$ cat config.mk
export PLATFORM = sky130hd
export DESIGN_NAME = reg_cmd_ctrl
export DESIGN_NICKNAME = d
export VERILOG_FILES = /design/src/rtl/reg_cmd_pkg.sv /design/src/rtl/reg_cmd_timeout.sv /design/src/rtl/reg_cmd_ctrl.sv
export SDC_FILE = /design/constraint.sdc
export NUM_CORES = 1
export LEC_CHECK = 0
export CORE_ASPECT_RATIO = 0.5
export CORE_MARGIN = 4
export CORE_UTILIZATION = 40
export DETAILED_ROUTE_END_ITERATION = 8
export PLACE_DENSITY = 0.77
export SLEW_MARGIN = 25
export SYNTH_ARGS = -nofsm -noshare
export SYNTH_HDL_FRONTEND = slang
export SYNTH_SLANG_ARGS = --single-unit
$ cat constraint.sdc
create_clock -name CLK -period 1.85 [get_ports CLK]
set_clock_uncertainty 0.2 [all_clocks]
set_input_delay 0.2775 -clock CLK [delete_from_list [all_inputs] [get_ports CLK]]
set_output_delay 0.2775 -clock CLK [all_outputs]
set_load 0.1 [all_outputs]
$ cat src/rtl/reg_cmd_pkg.sv
// Shared types and default constants for the register-file command sequencer.
package reg_cmd_pkg;

  localparam int         ADDR_W_DEF      = 4;
  localparam int         DATA_W_DEF      = 8;
  localparam logic [7:0] CMD_WR_DEF      = 8'hAA;
  localparam logic [7:0] CMD_RD_DEF      = 8'hBB;
  localparam int         TIMEOUT_CYC_DEF = 16;

  typedef enum logic [2:0] {
    IDLE,
    WR_ADDR,
    WR_DATA,
    RD_ADDR,
    RD_WAIT,
    TX_HOLD
  } state_e;

endpackage

$ cat src/rtl/reg_cmd_timeout.sv
// Loadable down-counter; expired is high while the count sits at zero.
module reg_cmd_timeout #(
  parameter int CNT_W = 5
) (
  input  logic             clk,
  input  logic             rst,
  input  logic             load,
  input  logic [CNT_W-1:0] load_val,
  input  logic             en,
  output logic             expired
);

  logic [CNT_W-1:0] count_q;
  logic [CNT_W-1:0] count_d;

  always_comb begin
    count_d = count_q;
    if (load) begin
      count_d = load_val;
    end else if (en && (count_q != '0)) begin
      count_d = count_q - 1'b1;
    end
  end

  always_ff @(posedge clk) begin
    if (rst) begin
      count_q <= '0;
    end else begin
      count_q <= count_d;
    end
  end

  assign expired = (count_q == '0);

endmodule

$ cat src/rtl/reg_cmd_ctrl.sv
// Byte-stream command sequencer driving the 16x8 register file and returning read data to TX.
// Optional read-wait timeout is enabled by defining RD_TIMEOUT_EN.
module reg_cmd_ctrl
  import reg_cmd_pkg::*;
#(
  parameter int               ADDR_W = ADDR_W_DEF,
  parameter int               DATA_W = DATA_W_DEF,
  parameter logic [DATA_W-1:0] CMD_WR = CMD_WR_DEF,
  parameter logic [DATA_W-1:0] CMD_RD = CMD_RD_DEF
`ifdef RD_TIMEOUT_EN
  , parameter int             TIMEOUT_CYC = TIMEOUT_CYC_DEF
`endif
) (
  input  logic              CLK,
  input  logic              RST,
  input  logic [DATA_W-1:0] rx_data,
  input  logic              rx_valid,
  output logic              rf_wr_en,
  output logic              rf_rd_en,
  output logic [ADDR_W-1:0] rf_addr,
  output logic [DATA_W-1:0] rf_wr_data,
  input  logic [DATA_W-1:0] rf_rd_data,
  input  logic              rf_rd_valid,
  output logic [DATA_W-1:0] tx_data,
  output logic              tx_valid,
  input  logic              tx_ready,
  output logic              busy,
  output logic              err_timeout
);

  state_e state_q;
  state_e state_d;

  logic              rf_wr_en_q,   rf_wr_en_d;
  logic              rf_rd_en_q,   rf_rd_en_d;
  logic [ADDR_W-1:0] rf_addr_q,    rf_addr_d;
  logic [DATA_W-1:0] rf_wr_data_q, rf_wr_data_d;
  logic [DATA_W-1:0] tx_data_q,    tx_data_d;
  logic              tx_valid_q,   tx_valid_d;
  logic              busy_q,       busy_d;
  logic              rd_expired;

`ifdef RD_TIMEOUT_EN
  localparam int CNT_W = $clog2(TIMEOUT_CYC + 1);

  logic err_timeout_q, err_timeout_d;
  logic rd_load;
  logic rd_count_en;

  // Counter is reloaded on the same edge that enters RD_WAIT.
  assign rd_load     = (state_q == RD_ADDR) && rx_valid;
  assign rd_count_en = (state_q == RD_WAIT);

  reg_cmd_timeout #(
    .CNT_W(CNT_W)
  ) u_timeout (
    .clk      (CLK),
    .rst      (RST),
    .load     (rd_load),
    .load_val (CNT_W'(TIMEOUT_CYC - 1)),
    .en       (rd_count_en),
    .expired  (rd_expired)
  );
`else
  assign rd_expired = 1'b0;
`endif

  always_ff @(posedge CLK) begin
    if (RST) begin
      state_q <= IDLE;
    end else begin
      state_q <= state_d;
    end
  end

  always_comb begin
    state_d = state_q;
    case (state_q)
      IDLE: begin
        if (rx_valid && (rx_data == CMD_WR)) begin
          state_d = WR_ADDR;
        end else if (rx_valid && (rx_data == CMD_RD)) begin
          state_d = RD_ADDR;
        end
      end
      WR_ADDR: if (rx_valid) state_d = WR_DATA;
      WR_DATA: if (rx_valid) state_d = IDLE;
      RD_ADDR: if (rx_valid) state_d = RD_WAIT;
      RD_WAIT: begin
        if (rf_rd_valid) begin
          state_d = TX_HOLD;
        end else if (rd_expired) begin
          state_d = IDLE;
        end
      end
      TX_HOLD: if (tx_valid_q && tx_ready) state_d = IDLE;
      default: state_d = IDLE;
    endcase
  end

  // Bytes arriving in RD_WAIT/TX_HOLD fall through untouched: no case below consumes them.
  always_comb begin
    rf_wr_en_d   = 1'b0;
    rf_rd_en_d   = 1'b0;
    rf_addr_d    = rf_addr_q;
    rf_wr_data_d = rf_wr_data_q;
    tx_data_d    = tx_data_q;
    tx_valid_d   = tx_valid_q;
    busy_d       = (state_d != IDLE);
`ifdef RD_TIMEOUT_EN
    err_timeout_d = 1'b0;
`endif
    case (state_q)
      WR_ADDR: begin
        if (rx_valid) rf_addr_d = rx_data[ADDR_W-1:0];
      end
      WR_DATA: begin
        if (rx_valid) begin
          rf_wr_data_d = rx_data;
          rf_wr_en_d   = 1'b1;
        end
      end
      RD_ADDR: begin
        if (rx_valid) begin
          rf_addr_d  = rx_data[ADDR_W-1:0];
          rf_rd_en_d = 1'b1;
        end
      end
      RD_WAIT: begin
        if (rf_rd_valid) begin
          tx_data_d  = rf_rd_data;
          tx_valid_d = 1'b1;
        end
`ifdef RD_TIMEOUT_EN
        else if (rd_expired) begin
          err_timeout_d = 1'b1;
        end
`endif
      end
      TX_HOLD: begin
        if (tx_ready) tx_valid_d = 1'b0;
      end
      default: ;
    endcase
  end

  always_ff @(posedge CLK) begin
    if (RST) begin
      rf_wr_en_q   <= 1'b0;
      rf_rd_en_q   <= 1'b0;
      rf_addr_q    <= '0;
      rf_wr_data_q <= '0;
      tx_data_q    <= '0;
      tx_valid_q   <= 1'b0;
      busy_q       <= 1'b0;
    end else begin
      rf_wr_en_q   <= rf_wr_en_d;
      rf_rd_en_q   <= rf_rd_en_d;
      rf_addr_q    <= rf_addr_d;
      rf_wr_data_q <= rf_wr_data_d;
      tx_data_q    <= tx_data_d;
      tx_valid_q   <= tx_valid_d;
      busy_q       <= busy_d;
    end
  end

`ifdef RD_TIMEOUT_EN
  always_ff @(posedge CLK) begin
    if (RST) begin
      err_timeout_q <= 1'b0;
    end else begin
      err_timeout_q <= err_timeout_d;
    end
  end

  assign err_timeout = err_timeout_q;
`else
  assign err_timeout = 1'b0;
`endif

  assign rf_wr_en   = rf_wr_en_q;
  assign rf_rd_en   = rf_rd_en_q;
  assign rf_addr    = rf_addr_q;
  assign rf_wr_data = rf_wr_data_q;
  assign tx_data    = tx_data_q;
  assign tx_valid   = tx_valid_q;
  assign busy       = busy_q;

endmodule

==> results of run 1 <==
[cells in the final DEF, fill, tap and decap left out, types with 2 or more instances in the layout]
cell type	synthesis	final
nor3b_1	2	2
a21oi_1	18	18
nand3b_1	3	3
clkbuf_8	0	3
buf_12	0	24
nor2_1	7	7
mux2i_1	4	4
dfxtp_1	27	26
clkdlybuf4s50_1	0	20
buf_4	2	10
nand2_1	37	37
nand3_1	2	2
[sequential cells by signal, summed over array words and instances, names as in the netlist]
register / flops
busy: 1
rf_addr: 4
rf_rd_en: 1
rf_wr_data: 8
rf_wr_en: 1
state_q: 3
tx_data: 8
tx_valid: 1
[cells in the mapped netlist]
cell type  instances  area (sq um)
nor2_1             7          26.3
buf_2              3          15.0
a311oi_2           1          15.0
nand2b_1           1          6.26
buf_4              2          15.0
xor2_1             1          8.76
nor4b_1            1          8.76
and4b_1            1          10.0
nand2_1           37           139
conb_1             1          3.75
nand4b_1           1          8.76
nor3b_1            2          15.0
nand3_1            2          10.0
and2_1             1          6.26
dfxtp_1           27           541
buf_1              1          3.75
nor4bb_1           1          10.0
a211o_1            1          8.76
or3b_1             1          8.76
nand3b_1           3          22.5
a21oi_1           18          90.1
mux2i_1            4          40.0
o21ai_0            1          5.00
o22ai_1            1          6.26
a2bb2oi_1          1          8.76
nor2b_1            1          6.26
clkbuf_1           1          3.75
[worst paths after layout]
check | startpoint | end | slack (ns) | depth (start not counted)
worst max register to register | state_q[1] | busy | 0.13 | 4
worst max-delay path | state_q[1] | busy | 0.13 | 4
worst min-delay path | rf_wr_data[6] | rf_wr_data[6] | 0.30 | 2
worst min register to register | rf_wr_data[6] | rf_wr_data[6] | 0.30 | 2
[metal layers]
metal	part of all wire (%)	track usage (%)
met1	42	19.0
met2	50	26.6
met3	6.4	6.50
met4	1.8	5.05
met5	0	0
[layout make-up]
| cell class | count | area, sq um |
|---|---|---|
| clock buffer | 4 | 45.0 |
| tap | 35 | 43.8 |
| multi-input combinational | 88 | 464 |
| sequential | 27 | 542 |
| timing repair buffer | 54 | 756 |
| fill | 165 | 492 |
[report_power, final]
group	internal, W	switching (W)	total [W]
logic	0.0000539	0.0000379	0.0000917
registers	0.000581	0.000000649	0.000582
clock network	0.000154	0.000176	0.000330
[kinds of logic (layout without fill, tap and decap cells)]
logic type	after synthesis	count (layout)	synth area share, %
and+or+nand+nor	59	59	26.7
DFF	27	27	51.9
AOI/OAI and AO/OA	23	23	12.8
buffers and inverters	7	58	3.60
muxes	4	4	3.84
other	1	1	0.360
xor gates and xnor gates	1	1	0.840
[worst register-to-register path, stage by stage (launching register included)]
cell	delay (ns)
dfxtp_1	0.47
nor2b_1	0.16
a311oi_2	0.29
o22ai_1	0.12
or3b_1	0.37
[through the flow]
step           area (sq um)  util [%]  std cells  setup slack [ns]
6_report               1850      79.0        208             0.133
5_1_grt                1850      79.0        208            0.0392
4_1_cts                1850      79.0        208             0.143
3_5_place_dp           1810      77.1        204            -0.130
3_3_place_gp           1810      77.1        204           -0.0832
2_1_floorplan          1040         -        122            0.0126
==> flow_summary.ini, run 1 <==
[grt]
grt_max_degree = 15
grt_pass1_vias = 909
overflow = 0
grt_first_pass_wirelength_mm = 4.27
grtUsageTotal_pct = 15.9
antenna_found_initial = 0

[finish]
drive_gt1_share_pct = 22.5
diodes = 0
area_delta_synth_final_pct = 77.6
nNetsFinal = 195

[min_path]
min_path_type = flop to flop

[sta]
fmax_mhz = 582
fin_tns_setup_ns = 0
post-route-period-util_pct = 92.8
hold_slack_ns = 0.298
setup_viol_count_final = 0
finalHoldViolations = 0
post-route-min-period_ns = 1.72
slew_violations = 0
rsz0062_at_grt = false

[placement]
place.gp.congestion = 0.766
dp_hpwl_mm = 2.07
port_buffers = 44

[drt]
firstDrtPassIters = 4
drcViolationCount = 0
dr.first_iter.drc_count = 60
via_per_inst = 4.86
vias = 1010
wl_mm = 2.70
routedWlPerCell_um = 13.0
ant_nets = 0

[cts]
hold_buffers = 0
cts.sinks = 27
cts_made_buffers = 3
h-tree-depth = 1
cts.reportedPaths.clkPinSlew_ns = 0.09
cts_tree = built
postCtsSetupBuffers = 0
root_buffer = clkbuf_8
clk_path_buf_depth = 2
cts-resized-gates = 0
clkLatencyLatePin_ns = 0.27

[floorplanning]
die_w_um = 80.2
fp.dieH_um = 44.1
coreArea_sq_um = 2340
start_util_pct = 44.5
io_pins = 46
fp.dieArea_sq_um = 3540
rows = 12

[critical_path]
critPathCaptureType = flop
path_delay_family = simple AND/OR/NAND/NOR gates
crit_type = flop to flop
crit_slowest_cell = dfxtp_1
required_ns = 1.81
crit_path_cell_trace = nor2b_1 -> a311oi_2 -> o22ai_1 -> or3b_1
arrival_ns = 1.68
path_max_fanout = 8
critPathMaxStageDelay_ns = 0.47
cp-start-kind = flop
cp_num_buf_inv = 0

[power]
total_power_w = 0.00100
powerDensity_nw_per_um2 = 542
ir_drop_mv = 0.577
p_leak_nw = 0.703

[synthesis]
yosysUniqueCellTypes = 27
ys_seq_area_share_pct = 51.9
synth_seq_cells = 27
synth_area_sq_um = 1040
syn_inst = 122
avgSynthCellArea_sq_um = 8.54
synth_warnings = 0
syn_nets = 143

[run_status]
status = complete, no violations

[job]
maxCapViolCount = 0
(Power assumes the default switching activity.)
==> inputs of run 2 (changes only) <==
--- a/config.mk
+++ b/config.mk
@@ -5,11 +5,12 @@
 export SDC_FILE = /design/constraint.sdc
 export NUM_CORES = 1
 export LEC_CHECK = 0
-export CORE_ASPECT_RATIO = 0.5
-export CORE_MARGIN = 4
-export CORE_UTILIZATION = 40
+export CAP_MARGIN = 20
+export CORE_MARGIN = 8
+export CORE_UTILIZATION = 59
 export DETAILED_ROUTE_END_ITERATION = 8
-export PLACE_DENSITY = 0.77
+export DONT_BUFFER_PORTS = 1
+export PLACE_DENSITY = 0.75
 export SLEW_MARGIN = 25
 export SYNTH_ARGS = -nofsm -noshare
 export SYNTH_HDL_FRONTEND = slang
==> flow_summary.ini, run 2 (same netlist as run 1, synthesis figures left out) <==
[sta]
finalHoldViolations = 24
setup_viol_count_final = 0
setup_ws_ns = 0.0728
rsz0062_at_grt = false
post-route-min-period_ns = 1.78
fin_tns_setup_ns = 0
hold_slack_ns = -0.185
post-route-period-util_pct = 96.1
slew_violations = 0
fmax_mhz = 563

[placement]
dp_worst_setup_slack_ns = 0.173
place.gp.congestion = 0.713
dp_hpwl_mm = 1.89
port_buffers = 0
dp_cells = 157

[floorplanning]
io_pins = 46
start_util_pct = 61.7
coreArea_sq_um = 1690
die_w_um = 58.0
fp.dieArea_sq_um = 3370
fp.dieH_um = 58.0
rows = 15

[critical_path]
cp-start-kind = flop
critPathMaxStageDelay_ns = 0.56
required_ns = 1.89
crit_slowest_cell = dlygate4sd3_1
crit_path_cell_trace = nand2b_1 -> a211o_1 -> dlygate4sd3_1 -> o21ai_0
critPathCaptureType = flop
arrival_ns = 1.82
path_max_fanout = 8
crit_type = flop to flop

[power]
ir_drop_mv = 0.450
powerDensity_nw_per_um2 = 658
p_leak_nw = 0.531

[finish]
nNetsFinal = 171
diodes = 0
drive_gt1_share_pct = 20.8
area_delta_synth_final_pct = 24.0
fin_cells = 166
layout_commonest_cell = nand2_1
layout_common_cells = 37 x nand2_1, 25 x dfxtp_1, 25 x buf_4, 18 x a21oi_1, 7 x nor2_1

[grt]
grt_first_pass_wirelength_mm = 3.95
grt_pass1_vias = 938
overflow = 0
grtUsageTotal_pct = 14.4
grt_max_degree = 28
antenna_found_initial = 0

[drt]
routedWlPerCell_um = 15.1
firstDrtPassIters = 4
wl_mm = 2.51
drcViolationCount = 0
via_per_inst = 5.60
vias = 930
ant_nets = 0
dr.first_iter.drc_count = 15

[min_path]
min_path_type = primary input to flop

[cts]
cts_tree = built
clkLatencyLatePin_ns = 0.30
cts_made_buffers = 3
cts.sinks = 27
cts.reportedPaths.clkPinSlew_ns = 0.14
h-tree-depth = 1
hold_buffers = 5
root_buffer = clkbuf_4
clk_path_buf_depth = 2

[run_status]
status = finished with violations
violations = hold timing

[job]
maxCapViolCount = 0
## run 2: path summary, 6_finish.rpt
kind,slack [ns],endpoint,depth (start not counted),startpoint
hold reg to reg,0.26,tx_data[4],2,tx_data[4]
setup reg to reg,0.07,state_q[1],4,state_q[1]
hold / removal,-0.18,tx_data[3],1,RST
setup / recovery,0.07,state_q[1],4,state_q[1]
## run 2: power by group
part | total [W] | internal (W) | switching, W
logic | 0.0000263 | 0.00000998 | 0.0000163
clock network | 0.000242 | 0.0000840 | 0.000158
registers | 0.000582 | 0.000582 | 0.000000377
total | 0.000850 | 0.000676 | 0.000174
## run 2: stage by stage
| step | util (%) | area, sq um | hold slack [ns] | power (W) |
|---|---|---|---|---|
| final | 76.5 | 1290 | -0.185 | 0.000850 |
| after detailed placement | 71.9 | 1210 | 0.150 | 0.000615 |
| after CTS | 76.4 | 1290 | -0.189 | 0.000855 |
| after global placement | 71.9 | 1210 | 0.147 | 0.000615 |
| after floorplan | - | 1040 | 0.214 | 0.000623 |
| after global routing | 76.5 | 1290 | -0.199 | 0.000875 |
## run 2: final cells by class
| type | instances | area, sq um |
|---|---|---|
| fill | 123 | 397 |
| tap | 17 | 21.3 |
| multi-input combinational | 88 | 464 |
| sequential | 27 | 543 |
| clock buffer | 4 | 26.3 |
| timing repair buffer | 30 | 238 |
## run 2: critical path, delay by kind of cell, from the launching register on
kind	cells	cell delay [ns]
buffers and inverters	1	0.56
DFF	1	0.47
AOI/OAI and AO/OA	2	0.38
and+or+nand+nor	1	0.09
## run 2: timing repair
item / CTS / global route
resized for setup: 0 / 1
setup buffers: 0 / 0
endpoints found under the hold margin: 26 / 24
endpoints found under the setup margin: 0 / 1
## run 2: layer usage
metal  vias to the layer above  global-route usage, %  share of wire [%]
met3                         4                   7.73                 13
met1                       421                   12.5                 37
li1                        459                      -                  -
met4                         0                   3.50               0.72
met2                        46                   27.7                 49
met5                         -                      0                  0
